===== src/rtl/seq_decoder.sv =====
// seq_decoder: registered N-to-2^N one-hot decoder with enable and a dwell-timed scan mode.
module seq_decoder #(
  parameter int N = 2,
  parameter int DIV = 4
) (
  input  logic           clk,
  input  logic           rst,
  input  logic           En,
  input  logic           mode,
  input  logic [N-1:0]   w,
  output logic [0:2**N-1] y,
  output logic [N-1:0]   code,
  output logic           wrap
);
  localparam int DW = DIV > 1 ? $clog2(DIV) : 1;
  localparam logic [1:0] IDLE = 2'd0, DIRECT = 2'd1, SCAN = 2'd2;
  logic [1:0] state, nxt;
  logic [DW-1:0] dwell;
  logic [N-1:0] code_inc;
  function automatic logic [0:2**N-1] onehot(input logic [N-1:0] c);
    onehot = '0;
    onehot[c] = 1'b1;
  endfunction
  always_comb begin
    nxt = !En ? IDLE : mode ? SCAN : DIRECT;
    code_inc = code + 1'b1;
  end
  // Scan entry is detected from the previous state, so a mode or enable change restarts at w.
  always_ff @(posedge clk or posedge rst)
    if (rst) begin
      state <= IDLE;
      code <= '0;
      y <= '0;
      wrap <= 1'b0;
      dwell <= '0;
    end else begin
      state <= nxt;
      wrap <= 1'b0;
      dwell <= '0;
      if (nxt == IDLE)
        y <= '0;
      else if (nxt == DIRECT || state != SCAN) begin
        code <= w;
        y <= onehot(w);
      end else if (dwell == DW'(DIV - 1)) begin
        code <= code_inc;
        y <= onehot(code_inc);
        wrap <= &code;
      end else
        dwell <= dwell + 1'b1;
    end
endmodule

===== config.mk =====
export PLATFORM = sky130hd
export DESIGN_NAME = seq_decoder
export DESIGN_NICKNAME = d
export VERILOG_FILES = /design/src/rtl/seq_decoder.sv
export SDC_FILE = /design/constraint.sdc
export NUM_CORES = 1
export LEC_CHECK = 0
export CAP_MARGIN = 0
export CORE_AREA = 2 2 39 41
export CTS_CLUSTER_DIAMETER = 150
export DETAILED_ROUTE_END_ITERATION = 16
export DIE_AREA = 0 0 41 43
export DONT_BUFFER_PORTS = 1
export PLACE_DENSITY = 0.65
export SYNTH_ARGS = -nofsm -noshare
export SYNTH_HDL_FRONTEND = slang
export SYNTH_SLANG_ARGS = --single-unit

===== constraint.sdc =====
create_clock -name clk -period 1.35 [get_ports clk]
set_input_delay 0.405 -clock clk [delete_from_list [all_inputs] [get_ports clk]]
set_output_delay 0.405 -clock clk [all_outputs]
set_load 0.01 [all_outputs]

After elaboration in Yosys (flattened, before gate mapping)
Index checks and enable logic that the tools add are counted.

word-level totals
  register bits after elaboration = 11
  input bits = 6
  output and inout port bits = 7
  word-level logic and storage cells = 42

operators by class
  $add $sub $neg = 2
  magnitude comparators = 4
  equality and inequality tests = 3
  muxes and demuxes = 17
  bitwise operators = 3
  reductions and logical operators = 8

operators by type and width
  operator                                                   count
  2-to-1 mux 2 bit                                           7
  2-to-1 mux 4 bit                                           3
  greater-or-equal comparator 3 bit (second input constant)  2
  < comparator 3 x 1 -> 1 bit (second input constant)        2
  inverter 2 -> 3 bit                                        2
  2-to-1 mux 1 bit                                           5
  adder 2 x 1 -> 2 bit (second input constant)               2
  demux 1 bit (select 2 bit)                                 2
  AND reduction 2 bit                                        2
  nonzero test 3 bit                                         1
  equality test 2 x 1 -> 1 bit (second input constant)       1
  equality test 2 bit (second input constant)                1
  logical AND 1 bit                                          2
  zero test 2 bit                                            1
  inequality test 2 bit (second input constant)              1
  nonzero test 2 bit                                         1
  logical OR 1 bit                                           1
  inverter 1 bit                                             1

Depth between registers and ports, before layout
Gate-level depths: netlist of the first run.

  depth after elaboration = 9
  mapped depth = 5
  mapped depth without buffers = 5

Worst setup path after synthesis of the first run
No wires, ideal clock.

  path type = register -> register
  start = reg code[0]
  end = reg code[1]
  library setup time = 131 ps
  data arrival time = 1193 ps
  data required time = 1219 ps
  slack = 26 ps
  cell stages (with the launch flop) = 5
  buffers on the path = 0
  cells stage by stage = dfrtp_1 inv_1 ha_1 nor4_2 a211oi_2

on the way
  word-level cells in the longest chain between the ends = 3

ends and longest elaborated chain
  element                 line  text
  start, declared         12    output logic [N-1:0] code,
  start signal, assigned  43    code <= w;
  start signal, assigned  46    code <= code_inc;
  adder 2 x 1 -> 2 bit    26    code_inc = code + 1'b1;
  2-to-1 mux 2 bit        45    end else if (dwell == DW'(DIV - 1)) begin
  2-to-1 mux 2 bit        42    else if (nxt == DIRECT || state != SCAN) begin

No other way between the ends. The select of a mux whose other input is x is not followed.
A chain may end at the register's enable or synchronous reset.

Worst setup path after layout of the first run
  start = reg dwell[0]
  end = reg y[2] (netlist bit)

on the way
  word-level cells in the longest chain between the ends = 2

ends and longest elaborated chain
  element                              line  text
  start, declared                      18    logic [DW-1:0] dwell;
  start signal, assigned               50    dwell <= dwell + 1'b1;
  equality test 2 bit                  45
  nonzero test 3 bit (no source line)  n/a
  end signal, assigned                 44    y <= onehot(w);
  end signal, assigned                 47    y <= onehot(code_inc);
  end, declared                        11    output logic [0:2**N-1] y,

No other way between the ends.

==> results of run 1 <==
## worst reg2reg max path, cell delays in order, from the launching register on
cell     delay [ps]
dfrtp_1         370
ha_2            290
mux2_1          350
nand3_1          90
a21oi_1          70
## registers in the layout (all words and copies together), names as in the netlist
name and flops:
state 2, y 4, code 2, dwell 2, wrap 1
## layout make-up
class	count	area share [%]
Clock buffer	4	3.723
Inverter	5	3.014
Multi-Input combinational cell	45	48.23
Sequential cell	11	39.01
Tap cell	16	2.837
Timing Repair Buffer	3	3.191
## layer usage
| layer | wire [microns] | part of all wire [%] | GRT usage [%] | vias up |
|---|---|---|---|---|
| li1 | - | - | - | 228 |
| met1 | 574 | 46 | 23.00 | 229 |
| met2 | 560 | 45 | 25.00 | 15 |
| met3 | 82 | 6.6 | 6.806 | 4 |
| met4 | 23 | 1.9 | 12.00 | 0 |
| met5 | 0 | 0 | 0 | - |
## final timing paths
check / slack [ps] / cells past startpoint / end
worst max-delay path: 70 / 4 / y[2]
worst max register to register: 70 / 4 / y[2]
max in group asynchronous: 1050 / 1 / code[0]
worst min register to register: 460 / 1 / dwell[0]
worst min-delay path: -3 / 1 / y[3]
min in group clk: 240 / 1 / y[3]
## power by group through the flow
stage	Sequential [mW]	Clock, mW	Combinational, mW
after floorplan	0.370	0	0.0650
after global placement	0.366	0	0.0978
after detailed placement	0.368	0	0.0973
after CTS	0.361	0.242	0.0987
after global routing	0.364	0.254	0.113
final	0.360	0.234	0.0966
## cell families after synthesis
| logic type | synth area share [%] |
|---|---|
| flops | 42.88 |
| mux | 6.822 |
| fa+ha+maj | 11.70 |
| buf+inv | 4.484 |
| simple gates | 22.22 |
| compound gates | 11.89 |
## what timing repair did
item                                    CTS  global route
gates cloned                              0             0
endpoints found under the setup margin    2             1
gates resized for setup                   1             0
pin swaps                                 0             1
## placed cells by master, fill, tap and decap left out
cell type and n:
dfrtp_1 11, nand2_1 5, ha_1 5, o21ai_1 4, a21oi_1 4, inv_1 3, mux2_1 3, nand3_1 3
nor3_1 3, clkbuf_4 3, buf_4 3, nor4_2 2, nor2_1 2, nor2b_1 2, nand3b_1 1, nand2b_1 1
nand2b_4 1, inv_4 1, and2b_1 1, inv_2 1, a211oi_1 1, a211oi_2 1, and2_2 1, mux2i_1 1
o21a_1 1, and3_1 1, a211o_1 1, ha_2 1, clkbuf_1 1
## stage by stage
step | cells | power (mW) | setup TNS [ps] | area, sq um | setup WS, ps
2_1_floorplan | 62 | 0.4353 | 0 | 641.9 | 25.85
5_1_grt | 84 | 0.7309 | 0 | 705.7 | 10.62
3_3_place_gp | 80 | 0.4643 | 0 | 676.9 | 75.47
3_5_place_dp | 80 | 0.4649 | -0.3594 | 676.9 | -0.3594
6_report | 84 | 0.6914 | 0 | 705.7 | 70.16
4_1_cts | 84 | 0.7015 | 0 | 705.7 | 66.42
==> summary.txt, run 1 <==
Layout
  • Reg area: 275.3 sq um
  • N_diodes: 0
  • Area occupied by multi-input gates: around 340 sq um
  • Core Util, Final: between 50% and 60%
  • Layout area overhead: 9.941%
  • Final #Nets: between 80 and 90
  • Layout cells sized above 1: 20.59%
  • # fillers: roughly 150

Clock network
  • # Post-CTS Setup Buffers: 0
  • Clk_lat worst skew: ~280 ps
  • Cts bufs inserted: 3
  • Root Driver: clkbuf_4
  • Clk sinks: 11
  • Worst-path clk slew: 80 ps
  • Clock buffer depth: 2
  • Htree depth: 1
  • CTS tree: built
  • Cts-stage hold buffer count: 0

Synthesis
  • Commonest cells post-synth: dfrtp_1, ha_1, nand2_1, a21oi_1, o21ai_1
  • Syn Nets: 74
  • Synth Register Bits: 11
  • Yosys warns: 0
  • Fraction of registers with async set/reset: 100.0%
  • Dominant cell type by area after synthesis: dfrtp_1
  • Post-synthesis instance area: around 640 sq um
  • Share of the synthesized area in the top cell type: 42.88%
  • Count leader, synth: dfrtp_1
  • Synthesized area per cell: roughly 10 sq um
  • Post-synth EDFFs: 0
  • Top FF cell, synth: dfrtp_1
  • Cell count after synthesis: 62
  • Seq/Total Area, Yosys: between 40% and 50%
  • Count of different cell masters after synthesis: 26
  • Main area contributors after synthesis: dfrtp_1, ha_1, mux2_1, nor4_2, a21oi_1

Run status
  • Failing checks: negative hold slack
  • Outcome: finished with violations

Die
  • Num ports: 13
  • # rows: 14
  • Die W: a little over 40 microns
  • Die Y: 43 microns
  • Initial Util: a little under half
  • Die area: between 1500 and 2000 sq um
  • Core Region: roughly 1400 sq um

Detailed routing
  • DR pass1 iterations: 4
  • DR iter-0 viols: 12
  • Final wirelength: approximately 1200 microns
  • Per-cell routed wire length: 14.76 microns
  • Via count: ~480
  • Final ANT Viol Nets: 0
  • DRC viols: 0
  • DR vias/cell: 5.667

Run
  • Maxcap violations: 0

STA
  • Least-Margin Pin Slew: between 400 and 500 ps
  • RSZ-0062 raised after global routing: false
  • Final Hold Viols: 5
  • Fin crit period: between 1000 and 1500 ps
  • Fin. max-slew vios: 0
  • Crit share post-route: between 90% and 100%
  • Slew headroom: between 70% and 80%
  • Fmax: 781.3 MHz
  • Worst Hold Slack: -3.472 ps
  • Layout Skew: between 8 and 9 ps
  • Final setup vio count: 0

Global route
  • First-pass GRT wire length: between 2000 and 2500 microns
  • Vias in the first global route: 476
  • Largest net degree at the start of global routing: 12
  • Total gr overflow: 0
  • GRT Total Usage: 18.27%
  • Initial antenna violation count: 0

Worst setup path
  • Critical path, cell by cell: ha_2 -> mux2_1 -> nand3_1 -> a21oi_1
  • Worst path max stage delay: ~370 ps
  • RR Startpoint: dwell[0]
  • Crit-path max FO: 7
  • Worst Setup SP: dwell[0]
  • Startpoint types: flip-flop
  • CP endpoint kind: flip-flop
  • Crit Path Class: flip-flop to flip-flop
  • CP top delay family: flip-flops
  • Slowest cell on crit path: dfrtp_1
  • Worst Path Arrival: between 1000 and 1500 ps
  • Worst Path Required: 1510 ps
  • Buf/Inv on CP: 0

Power and ir drop
  • Sw Share: between 20 and 30%
  • Clock share of power: roughly 34%
  • Cell Pwr Density: between 900 and 1000 nW/um^2
  • Internal: about 0.50 mW
  • Sw power: between 0.15 and 0.2 mW
  • Maximum vdd ir drop: around 480 uV
  • Comb power frac: between 10 and 15%
  • Sequential group share of total power: 52.1%
  • Leakage: between 0.3 and 0.4 nW

Hold path
  • Hold WC Path Type: input port to asynchronous set/reset pin

Placed design
  • Gp weighted congestion: just under 0.8
  • PortBufs: 0
  • Dpl hpwl: 897 microns
No activity file was read; power rests on OpenSTA's default activity.
==> inputs of run 2 (changes only) <==
==> constraint.sdc (replaced) <==
create_clock -name clk -period 1.35 [get_ports clk]
set_input_delay 0.405 -clock clk [delete_from_list [all_inputs] [get_ports clk]]
set_output_delay 0.405 -clock clk [all_outputs]
set_load 0.02 [all_outputs]
==> run 2 against run 1 <==
The flow now finishes without violations. Sequential share of layout area fell by 1.8 points. Worst setup slack got worse by 54 ps. Final area grew 5.7%. Flip-flop and latch count is the same. Register-to-register slack got worse by 20 ps. Critical path depth is 2 lower. Cell count rose by 4.8%. Critical endpoint is now code[0].
==> summary.txt, run 2 (synthesized netlist as in run 1, its figures left out) <==
Clock network
  • Htree depth: 1
  • Cts-stage hold buffer count: 0
  • CTS tree: built
  • Clk sinks: 11
  • Worst-path clk slew: 70 ps
  • Root Driver: clkbuf_4
  • Clk_lat worst skew: 270 ps
  • Clock buffer depth: 2
  • Cts bufs inserted: 3

Worst setup path
  • Worst Path Arrival: slightly above 900 ps
  • Buf/Inv on CP: 2
  • CP top delay family: flip-flops
  • Crit-path max FO: 3
  • Slowest cell on crit path: dfrtp_2
  • Startpoint types: flip-flop
  • Crit Path Class: flip-flop to output port
  • Critical path, cell by cell: buf_6 -> buf_6
  • CP endpoint kind: output port
  • Flop-to-flop setup slack: approximately 50 ps
  • Cell with the most instances on the worst path: buf_6
  • Worst Path Required: approximately 950 ps
  • Worst path max stage delay: approximately 420 ps

Layout
  • Most frequent cells in the layout: dfrtp_1, nand2_1, ha_1, buf_4
  • Layout cells sized above 1: 27.78%
  • Core Util, Final: between 50% and 60%
  • Most common cell after layout, fill and taps aside: dfrtp_1
  • Design Area, Final: approximately 750 sq um
  • Layout area overhead: 16.18%
  • Reg with most FFs: y
  • # fillers: 144
  • N_diodes: 0
  • Final #Nets: between 80 and 90
  • Max reg flops: 4

Power and ir drop
  • Leakage: approximately 0.35 nW
  • Maximum vdd ir drop: around 470 uV
  • Cell Pwr Density: roughly 960 nW/um^2

STA
  • Crit share post-route: between 90% and 100%
  • Fmax: around 750 MHz
  • Worst Hold Slack: between 15 and 20 ps
  • Fin. max-slew vios: 0
  • TNS Setup: 0 ps
  • Slew headroom: just over 70%
  • RSZ-0062 raised after global routing: true
  • Fin crit period: roughly 1300 ps
  • Final setup vio count: 0
  • Layout Skew: around 2.8 ps
  • Final Hold Viols: 0
  • Least-Margin Pin Slew: approximately 440 ps

Die
  • Die area: about 1800 sq um
  • Die W: around 41 microns
  • Core Region: 1384 sq um
  • Num ports: 13
  • # rows: 14
  • Initial Util: a little under half
  • Die Y: ~43 microns

Placed design
  • PortBufs: 0
  • Dpl hpwl: approximately 910 microns
  • Cell area after placement: between 600 and 700 sq um
  • Gp weighted congestion: around 0.77

Detailed routing
  • Final wirelength: around 1200 microns
  • Final ANT Viol Nets: 0
  • DRC viols: 0
  • Via count: about 470
  • DR iter-0 viols: 4
  • DR pass1 iterations: 4
  • DR vias/cell: 5.330
  • Per-cell routed wire length: 13.72 microns

Global route
  • Largest net degree at the start of global routing: 12
  • Vias in the first global route: 472
  • GRT Total Usage: between 10% and 20%
  • Initial antenna violation count: 0
  • First-pass GRT wire length: slightly above 2000 microns
  • Total gr overflow: 0

Run
  • Maxcap violations: 0

Run status
  • Outcome: finished clean

Hold path
  • Hold WC Path Type: input port to asynchronous set/reset pin
## run 2: changes by cell type in the layout (fill, tap and decap cells not counted)
| cell | change |
|---|---|
| dfrtp_2 | +2 |
| buf_4 | +2 |
| buf_6 | +2 |
| dfrtp_1 | -2 |
## run 2: final cells by class
type | instances | area [sq um] | area share, %
Clock buffer | 4 | 26.28 | 3.523
Inverter | 5 | 21.27 | 2.852
Multi-Input combinational cell | 45 | 340.3 | 45.64
Sequential cell | 11 | 277.8 | 37.25
Tap cell | 16 | 20.02 | 2.685
Timing Repair Buffer | 7 | 60.06 | 8.054
## run 2: where the power goes
| part | switching (mW) | internal [mW] | leakage [nW] |
|---|---|---|---|
| combinational | 0.0666 | 0.0600 | 0.193 |
| sequential | 0.0192 | 0.346 | 0.143 |
| clock | 0.112 | 0.114 | 0.0150 |
| total | 0.197 | 0.521 | 0.351 |
## run 2: metal layers
metal,vias to the layer above,GRT usage [%],wire [microns]
li1,236,-,-
met1,217,24.58,567
met2,12,23.44,535
met3,4,4.188,82
met4,0,8.000,23
met5,-,0,0
## run 2: repair_timing
action                                  CTS  global route
pin swaps                                 1             0
gates resized for setup                   1             2
endpoints found under the setup margin    1             7
setup buffers                             2             1
## run 2: worst paths after layout
kind | startpoint | to | cells after the start
min | rst | state[0] | 1
max reg2reg | code[0] | y[2] | 5
min reg2reg | dwell[0] | dwell[0] | 1
min in group clk | En | dwell[1] | 2
max | code[0] | code[0] | 2
max in group asynchronous | rst | code[1] | 1
## run 2: worst reg2reg max path, cell delays in order (launching register included)
cell and delay (ps):
dfrtp_2 420, buf_4 140, ha_1 190, mux2_1 300, nand3_1 80, a21oi_1 60
## run 2: stage by stage
step | cells | worst slack [ps] | total power, mW
after floorplan | 62 | 44.63 | 0.4457
after global placement | 81 | 73.86 | 0.4797
after detailed placement | 81 | 42.04 | 0.4807
after CTS | 87 | -17.00 | 0.7189
after global routing | 88 | -4.982 | 0.7579
final | 88 | 15.99 | 0.7182
==> inputs of run 3 (changes only) <==
--- a/config.mk
+++ b/config.mk
@@ -6,12 +6,14 @@
 export NUM_CORES = 1
 export LEC_CHECK = 0
 export CAP_MARGIN = 0
-export CORE_AREA = 2 2 39 41
+export CELL_PAD_IN_SITES_DETAIL_PLACEMENT = 0
+export CELL_PAD_IN_SITES_GLOBAL_PLACEMENT = 1
+export CORE_MARGIN = 2
+export CORE_UTILIZATION = 45
 export CTS_CLUSTER_DIAMETER = 150
 export DETAILED_ROUTE_END_ITERATION = 16
-export DIE_AREA = 0 0 41 43
 export DONT_BUFFER_PORTS = 1
-export PLACE_DENSITY = 0.65
+export PLACE_DENSITY = 0.76
 export SYNTH_ARGS = -nofsm -noshare
 export SYNTH_HDL_FRONTEND = slang
 export SYNTH_SLANG_ARGS = --single-unit
==> run 3 against run 2 <==
Clock power hardly changed. Combinational power is 18% lower. First-iteration DRC count grew to 2.8 times the previous value. Routed wire length is 4.1% higher. Worst hold slack worse by 8.9 ps. Die area is 1.1% lower. Final area is 5.2% lower. Sequential share of layout area is 2.0 points higher. Maximum frequency is 3.4% higher. Critical path type is now flip-flop to flip-flop.
==> summary.txt, run 3 (synthesized netlist as in run 1, its figures left out) <==
Layout
  • Final #Nets: between 80 and 90
  • Most common cell after layout, fill and taps aside: dfrtp_1
  • Most frequent cells in the layout: dfrtp_1, nand2_1, ha_1
  • Max reg flops: 4
  • Layout area overhead: 10.14%
  • Layout cells sized above 1: between 20% and 30%
  • N_diodes: 0
  • Reg with most FFs: y

Power and ir drop
  • Cell Pwr Density: just under 1000 nW/um^2
  • Comb power frac: approximately 15%
  • Maximum vdd ir drop: slightly above 600 uV
  • Sw Share: approximately 28%
  • Internal: ~0.50 mW
  • Sw power: roughly 0.2 mW
  • Clock share of power: around 33%
  • Overall power: 0.6974 mW
  • Leakage: between 0.3 and 0.4 nW
  • Sequential group share of total power: between 50% and 60%

Clock network
  • Clk_lat worst skew: 270 ps
  • Post-cts repair resize count: 0
  • CTS tree: built
  • Worst-path clk slew: 70 ps
  • Root Driver: clkbuf_4
  • # Post-CTS Setup Buffers: 0
  • Clock buffer depth: 2
  • Clk sinks: 11
  • Htree depth: 1
  • Cts bufs inserted: 3
  • Cts-stage hold buffer count: 0

Detailed routing
  • DRC viols: 0
  • Final wirelength: around 1300 microns
  • Per-cell routed wire length: ~15 microns
  • DR vias/cell: between 5 and 6
  • Via count: about 460
  • DR pass1 iterations: 4
  • Final ANT Viol Nets: 0
  • DR iter-0 viols: 11

Worst setup path
  • Reg2Reg Depth: 4
  • RR Startpoint: code[1]
  • Crit-path max FO: 4
  • Worst Path Required: around 1500 ps
  • Worst Path Arrival: between 1000 and 1500 ps
  • CP endpoint kind: flip-flop
  • RR Endpoint: code[1]
  • Flop-to-flop setup slack: 60 ps
  • Startpoint types: flip-flop
  • Crit Path Class: flip-flop to flip-flop
  • Critical path, cell by cell: inv_1 -> ha_1 -> nor4_2 -> a211oi_2
  • Worst path max stage delay: around 430 ps
  • Slowest cell on crit path: dfrtp_2

Run status
  • Outcome: finished clean

STA
  • Fin. max-slew vios: 0
  • Final setup vio count: 0
  • Crit share post-route: between 90% and 100%
  • Layout Skew: ~5.3 ps
  • Slew headroom: between 70% and 80%
  • TNS Setup: 0 ps
  • Fin crit period: about 1300 ps
  • Fmax: approximately 770 MHz
  • Final Hold Viols: 0
  • Least-Margin Pin Slew: about 430 ps
  • RSZ-0062 raised after global routing: false
  • Worst Hold Slack: between 9 and 10 ps

Die
  • Die W: 41.77 microns
  • Num ports: 13
  • Die Y: 41.77 microns
  • Core Region: 1318 sq um
  • Initial Util: approximately 49%
  • # rows: 13
  • Die area: ~1700 sq um

Placed design
  • PortBufs: 0
  • Dpl hpwl: ~900 microns
  • Gp weighted congestion: about 0.69

Global route
  • Vias in the first global route: about 470
  • First-pass GRT wire length: ~2100 microns
  • Total gr overflow: 0
  • Initial antenna violation count: 0
  • Largest net degree at the start of global routing: 12
  • GRT Total Usage: roughly 16%

Run
  • Maxcap violations: 0

Hold path
  • Hold WC Path Type: input port to asynchronous set/reset pin
## run 3: how the worst max path moves through the flow
stage | cells after the start | endpoint | slack [ps] | start
3_3_place_gp | 4 | y[2] | 50 | dwell[0]
5_1_grt | 4 | y[2] | 6 | dwell[0]
3_5_place_dp | 4 | y[0] | 20 | dwell[0]
6_report | 4 | code[1] | 60 | code[1]
2_1_floorplan | 4 | code[1] | 40 | code[0]
4_1_cts | 4 | y[0] | 2 | dwell[0]
## run 3: metrics by stage
step | utilization, % | worst slack (ps) | cell area [sq um] | instances
floorplan | - | 44.63 | 644.4 | 62
global placement | 51.47 | 54.62 | 678.2 | 79
detailed placement | 51.47 | 20.21 | 678.2 | 79
CTS | 53.47 | 1.851 | 704.4 | 83
global route | 53.66 | 6.392 | 706.9 | 83
finish | 53.66 | 59.55 | 706.9 | 83
## run 3: worst max-delay path: cells and delay by family (launching register included)
kind | cells | cell delay [ps]
flops | 1 | 430
simple gates | 1 | 300
fa+ha+maj | 1 | 250
buf+inv | 1 | 110
compound gates | 1 | 80
## run 3: power by group through the flow
| stage | registers, mW | logic, mW | clock network (mW) |
|---|---|---|---|
| floorplan | 0.381 | 0.0650 | 0 |
| global placement | 0.372 | 0.104 | 0 |
| detailed placement | 0.373 | 0.105 | 0 |
| CTS | 0.366 | 0.107 | 0.231 |
| global route | 0.369 | 0.119 | 0.243 |
| finish | 0.366 | 0.104 | 0.227 |
## run 3: metal layers
metal  track usage (%)  up-vias  part of all wire [%]
met1             21.74      211                    46
met5                 0        -                     0
met4             5.806        0                   1.7
met3             6.957        4                   6.5
met2             23.75       15                    46
li1                  -      227                     -
## run 3: cell type report
cell class / instances / area [sq um]
multi-input combinational: 45 / 340.3
inverter: 5 / 21.27
clock buffer: 4 / 26.28
sequential: 11 / 277.8
timing repair buffer: 3 / 22.52
fill: 123 / 610.6
tap: 15 / 18.77
